$ cat src/rtl/fetch_unit.sv
// Instruction fetch stage.
// Owns the program counter, keeps at most one instruction-memory request in
// flight, buffers one fetched instruction for decode and handles branch
// redirects from execute by flushing wrong-path work.
//
// Handshakes:
//   imem side   - imem_req is a one-cycle strobe that memory always accepts;
//                 exactly one imem_rvalid answers each request, in order.
//   decode side - instr/pc_out are offered while instr_valid=1; a transfer
//                 happens on a rising clk edge where instr_valid && id_ready,
//                 and the outputs hold stable while instr_valid && !id_ready.
//
// The FSM state is held in the named signal `state` (IDLE / WAIT) so that
// checkers can bind to it directly.
module fetch_unit #(
   parameter logic [31:0] RESET_PC  = 32'h0000_0000,
   parameter logic [31:0] NOP_INSTR = 32'h0000_0013
) (
   input  logic        clk,
   input  logic        rst,
   output logic        imem_req,
   output logic [31:0] imem_addr,
   input  logic [31:0] imem_rdata,
   input  logic        imem_rvalid,
   input  logic        redirect_valid,
   input  logic [31:0] redirect_pc,
   output logic [31:0] instr,
   output logic [31:0] pc_out,
   output logic        instr_valid,
   input  logic        id_ready
);

   // IDLE: no request outstanding.  WAIT: exactly one request outstanding.
   typedef enum logic {
      IDLE = 1'b0,
      WAIT = 1'b1
   } state_t;

   state_t      state;
   state_t      state_next;

   logic [31:0] pc;
   logic [31:0] instr_q;
   logic        drop;

   logic        slot_free;
   logic        transfer;
   logic        resp;
   logic        load;
   logic [31:0] redirect_target;
   logic [31:0] pc_inc;

   // ------------------------------------------------------------------
   // Shared decode of the cycle's events
   // ------------------------------------------------------------------

   // Buffer can take a new instruction if empty or being drained this cycle.
   assign slot_free = !instr_valid || id_ready;

   // Decode consumes the buffered instruction this cycle.
   assign transfer = instr_valid && id_ready;

   // A response is only meaningful while a request is outstanding; a stray
   // imem_rvalid in IDLE is ignored.
   assign resp = (state == WAIT) && imem_rvalid;

   // A response is kept only if it is on the correct path: no earlier
   // redirect marked it for dropping and no redirect arrives with it.
   assign load = resp && !drop && !redirect_valid;

   // Redirect targets are forced word-aligned.
   assign redirect_target = redirect_pc & 32'hFFFF_FFFC;

   // Sequential PC step; wraps naturally modulo 2^32.
   assign pc_inc = pc + 32'd4;

   // ------------------------------------------------------------------
   // FSM
   // ------------------------------------------------------------------

   // State register.
   always_ff @(posedge clk or posedge rst) begin
      if (rst) begin
         state <= IDLE;
      end else begin
         state <= state_next;
      end
   end

   // Next-state logic: issue moves to WAIT, any response returns to IDLE.
   always_comb begin
      state_next = state;
      case (state)
         IDLE: begin
            if (imem_req) begin
               state_next = WAIT;
            end
         end
         WAIT: begin
            if (imem_rvalid) begin
               state_next = IDLE;
            end
         end
         default: begin
            state_next = IDLE;
         end
      endcase
   end

   // Output logic: request only from IDLE, with room in the buffer and no
   // redirect this cycle; held low while reset is asserted.
   always_comb begin
      imem_req = 1'b0;
      case (state)
         IDLE: begin
            imem_req = slot_free && !redirect_valid && !rst;
         end
         WAIT: begin
            imem_req = 1'b0;
         end
         default: begin
            imem_req = 1'b0;
         end
      endcase
   end

   // The request address is always the current PC.
   assign imem_addr = pc;

   // ------------------------------------------------------------------
   // Datapath registers
   // ------------------------------------------------------------------

   // Program counter: redirect wins, otherwise advance on a kept response.
   always_ff @(posedge clk or posedge rst) begin
      if (rst) begin
         pc <= RESET_PC;
      end else if (redirect_valid) begin
         pc <= redirect_target;
      end else if (load) begin
         pc <= pc_inc;
      end
   end

   // Drop flag: marks the outstanding request as wrong-path after a redirect
   // that arrives before its response; cleared when that response lands.
   always_ff @(posedge clk or posedge rst) begin
      if (rst) begin
         drop <= 1'b0;
      end else if (imem_req) begin
         drop <= 1'b0;
      end else if (state == WAIT) begin
         if (imem_rvalid) begin
            drop <= 1'b0;
         end else if (redirect_valid) begin
            drop <= 1'b1;
         end
      end
   end

   // Buffer valid: flushed by redirect, set by a kept response, cleared on
   // transfer.  A load only happens in WAIT where the buffer is empty, so a
   // load and a transfer never coincide.
   always_ff @(posedge clk or posedge rst) begin
      if (rst) begin
         instr_valid <= 1'b0;
      end else if (redirect_valid) begin
         instr_valid <= 1'b0;
      end else if (load) begin
         instr_valid <= 1'b1;
      end else if (transfer) begin
         instr_valid <= 1'b0;
      end
   end

   // Buffered instruction and its PC, captured together on a kept response.
   always_ff @(posedge clk or posedge rst) begin
      if (rst) begin
         instr_q <= NOP_INSTR;
         pc_out  <= 32'h0000_0000;
      end else if (load) begin
         instr_q <= imem_rdata;
         pc_out  <= pc;
      end
   end

   // Decode sees a canonical NOP whenever nothing valid is buffered.
   assign instr = instr_valid ? instr_q : NOP_INSTR;

endmodule
$ cat config.mk
export PLATFORM = sky130hd
export DESIGN_NAME = fetch_unit
export DESIGN_NICKNAME = d
export VERILOG_FILES = /design/src/rtl/fetch_unit.sv
export SDC_FILE = /design/constraint.sdc
export NUM_CORES = 1
export LEC_CHECK = 0
export BUFFER_PORTS_ARGS = -buffer_cell sky130_fd_sc_hd__buf_4
export CAP_MARGIN = 20
export CORE_MARGIN = 2
export CORE_UTILIZATION = 40
export DETAILED_ROUTE_END_ITERATION = 8
export MAX_ROUTING_LAYER = met4
export PLACE_DENSITY = 0.73
export SLEW_MARGIN = 20
export SYNTH_ARGS = -nofsm -noshare
export SYNTH_HDL_FRONTEND = slang
export SYNTH_SLANG_ARGS = --single-unit
$ cat constraint.sdc
create_clock -name clk -period 4.5 [get_ports clk]
set_clock_uncertainty 0.05 [all_clocks]
set_input_delay 1.125 -clock clk [delete_from_list [all_inputs] [get_ports clk]]
set_output_delay 1.125 -clock clk [all_outputs]
set_load 0.05 [all_outputs]
* Word level (Yosys, flattened, before mapping)
Index checks and enable logic that the tools add are counted.
** Storage, ports and cells
- Register bits :: 99
- Output and inout bits :: 98
- Word-level logic and storage cells :: 38
** Operators by class
- Add/subtract/negate cells :: 1
- Muxes and demuxes :: 14
- Bitwise operators :: 1
- Reduce and logical (&&, ||, !) cells :: 16
** Operators by type and width (number)
- $mux W32 :: 3
- $add A32 B3 Y32 const B :: 1
- $mux W1 :: 9
- $logic_and A1 B1 Y1 :: 6
- $reduce_bool A3 Y1 :: 2
- $logic_not A1 Y1 :: 4
- $pmux W1 S2 :: 2
- $reduce_bool A2 Y1 :: 2
- $reduce_and A2 Y1 :: 1
- $logic_or A1 B1 Y1 :: 1
- $not A1 Y1 :: 1

* Logic depth before layout (Yosys ltp)
- Word-level depth :: 7
- Gate-level depth with buffers :: 7

* Worst setup path after synthesis
Ideal clock, no wire load.
- Kind :: in2out
- Start point :: in redirect_valid
- End point :: out imem_req
- Arrival :: 3.134 ns
- Data required time :: 3.325 ns
- Path slack :: 0.191 ns
- Cell stages on the path :: 2
- Path buffers :: 1
- Cell sequence :: clkbuf_1 nor4b_1
** Between the ends
- Longest elaborated chain between the ends :: 4
** RTL lines
- start: declaration :: line 25 : input logic redirect_valid,
- $logic_not A1 Y1 :: line 116 : imem_req = slot_free && !redirect_valid && !rst;
- $logic_and A1 B1 Y1 (2 in a row) :: line 116
- $pmux W1 S2 :: line 114 : case (state)
- end: declaration :: line 21 : output logic imem_req,
No other way between the ends.

* Worst setup path in the final report
- Start point :: in id_ready
- End point :: out imem_req
** Between the ends
- Longest elaborated chain between the ends :: 4
** RTL lines
- start: declaration :: line 30 : input logic id_ready
- $logic_or A1 B1 Y1 :: line 58 : assign slot_free = !instr_valid || id_ready;
- $logic_and A1 B1 Y1 (2 in a row) :: line 116
- $pmux W1 S2 :: line 114
No other way between the ends.

==> reports/metrics.yaml <==
synth_edf_count: 0
holdPathStages: 1
cp-start-kind: "primary input"
post_cts_resized: 0
fin_crit_sh_pct: 72.62
use_met3_pct: 4.209
yosysSeqAreaShare_pct: 53.61
final_util_pct: 55.44
min_delay_worst_endpoint: "instr_q[26]$_DFFE_PP0P_"
clock_latency_ps: 360
crit_type: "in -> out"
multi_input_area_um2: 1928
die_w_um: 109.4
syn_to_final_growth_pct: 35.30
drtIter0Drc: 198
grt_pass1_wl_mm: 17.04
clock_path_buffers: 2
ys_ff_latch: 95
grt_max_degree: 85
fill_cells: 956
ant_nets: 0
fmax_mhz: 306.0
arrival_ps: 2090
ff_latch_area_um2: 2381
reg2reg_to: "imem_addr[26]$_DFFE_PP0P_"
antenna_found_initial: 0
grt_overflow: 0
first_global_vias: 3483
p_per_area_nw_per_um2: 543.2
wl_per_cell_um: 15.92
dieArea_um2: 11960
fp.coreArea_um2: 10840
final_hold_viol_count: 0
grt_setup_unrepaired: "no"
async_flop_share_pct: 100.0
cts_made_buffers: 9
final_common_cell: "buf_4"
wl_mm: 11.02
pin_count: 167
status: "finished clean"
initial_core_util_pct: 40.97
cp.required_ps: 3320
setup-violations-final: 0
globalplace.congestion: 0.7896
grtUsageMet2_pct: 30.64
fp-row-count: 38
grt_most_used_layer: "met2"
min_path_type: "reg -> reg"
clk_pin_slew_ps: 80
post_cts_buffers: 0
vias_per_cell: 5.142
r2r_start: "imem_addr[2]$_DFFE_PP0P_"
die_y_um: 109.4
reg2reg_depth: 5
drive_above_1_share_pct: 46.01
cts-root-buf: "clkbuf_8"
crit_path_max_incr_delay_ps: 470
worst_hold_slack_ps: 450.5
track_usage_pct: 19.08
slowest_stage: "nor4b_1"
min_from: "instr_q[26]$_DFFE_PP0P_"
crit_fanout: 3
diodes: 0
leakagePower_nw: 2.722
total_power_mw: 3.264
yosys_warnings: 0
syn_area_per_cell_um2: 11.36
cts_tree: "done"
cp_common_cell: "buf_4"
vdd_ir_drop_max_v: 0.0003048
end_kind: "output pin"
tightest_slew_ps: 822.0
netlist_instances: 391
netlist_area_um2: 4442
ys_types: 43
dr.pass1.iters: 4
rrSetupSlack_ps: 2140
port_buffers: 160
cts.sinks: 95
drv_slew: 0
finalCriticalPeriod_ps: 3268
use_met1_pct: 23.74
ys.flop_type: "dfrtp_1"
drcViolationCount: 0
ctsHtreeMaxLevel: 3
nets: 617
fin_setup_tns_ps: 0
vias: 3558
detailed_place_hpwl_mm: 7.972
maxSlewHeadroom_pct: 45.20
postCtsHoldBufs: 0
maxCapViolCount: 0
final_cell_mix: "166 x buf_4, 92 x dfrtp_1, 62 x mux2_2"
crit_chain: "buf_4 -> nand2b_1 -> nor4b_1 -> buf_4"
-- Yosys cell counts (6+ instances only) --
master / number / share of area, %
nand4_1: 7 / 0.99
inv_1: 9 / 0.76
nand3_1: 13 / 1.5
nor2_1: 19 / 1.6
a31oi_1: 16 / 2.3
or4_1: 17 / 2.9
nand2_1: 24 / 2.0
dfrtp_1: 92 / 52
clkbuf_1: 18 / 1.5
o21ai_0: 14 / 1.6
and2_1: 29 / 4.1
o31ai_1: 13 / 2.2
mux2_2: 62 / 16
xnor2_1: 6 / 1.2
-- worst max-delay path, delay by kind of cell --
kind          cells  cell delay, ps
simple gates      2             580
buf+inv           2             380
-- state kept, by name, indices dropped and copies added (netlist names) --
signal and count:
state 1, drop 1, pc_out 30, instr_valid 1
imem_addr 30, instr_q 32
-- worst max path at each step --
stage / start / end / depth (start not counted)
finish: id_ready / imem_req / 4
global route: instr_valid$_DFFE_PP0P_ / imem_req / 3
CTS: id_ready / imem_req / 4
detailed placement: id_ready / imem_req / 4
global placement: id_ready / imem_req / 4
floorplan: redirect_valid / imem_req / 2
-- layer usage --
metal | share of wire, % | vias up | routed length, µm
li1 | - | 1707 | -
met2 | 48 | 124 | 5313
met4 | 0.85 | 0 | 94
met5 | 0 | - | 0
met3 | 7.5 | 8 | 824
met1 | 43 | 1719 | 4785
-- final cells by class --
type / instances / share of cell area [%]
timing repair buffer: 166 / 20.74
sequential: 95 / 39.62
multi-input combinational: 265 / 32.08
clock inverter: 6 / 1.811
inverter: 10 / 0.7079
clock buffer: 10 / 2.124
tap: 140 / 2.915
-- metrics by stage --
step,cell area (µm²),std cells,setup slack [ps]
2_1_floorplan,4453,394,191.0
3_3_place_gp,5771,676,1226
3_5_place_dp,5771,676,1237
4_1_cts,6007,692,1235
5_1_grt,6010,692,1092
6_report,6010,692,1232
-- power by group --
group          total [mW]  internal (mW)  switching [mW]  leakage [nW]
combinational        1.30          0.475           0.823          1.48
clock               0.666          0.369           0.297         0.120
sequential           1.30           1.13           0.168          1.12
total                3.26           1.98            1.29          2.72
-- cell families (layout without fill, tap and decap cells) --
family	count (synthesis)	in the layout	share of synthesized area, %
muxes	63	63	15.94
buffers and inverters	34	192	3.408
xor gates and xnor gates	10	10	1.972
other	1	4	0.08443
DFF	95	95	53.61
and+or+nand+nor	136	136	17.46
AOI/OAI and AO/OA	51	51	7.239
adders and majority gates	1	1	0.2816
Note: power is estimated with default switching activity, not from simulation.
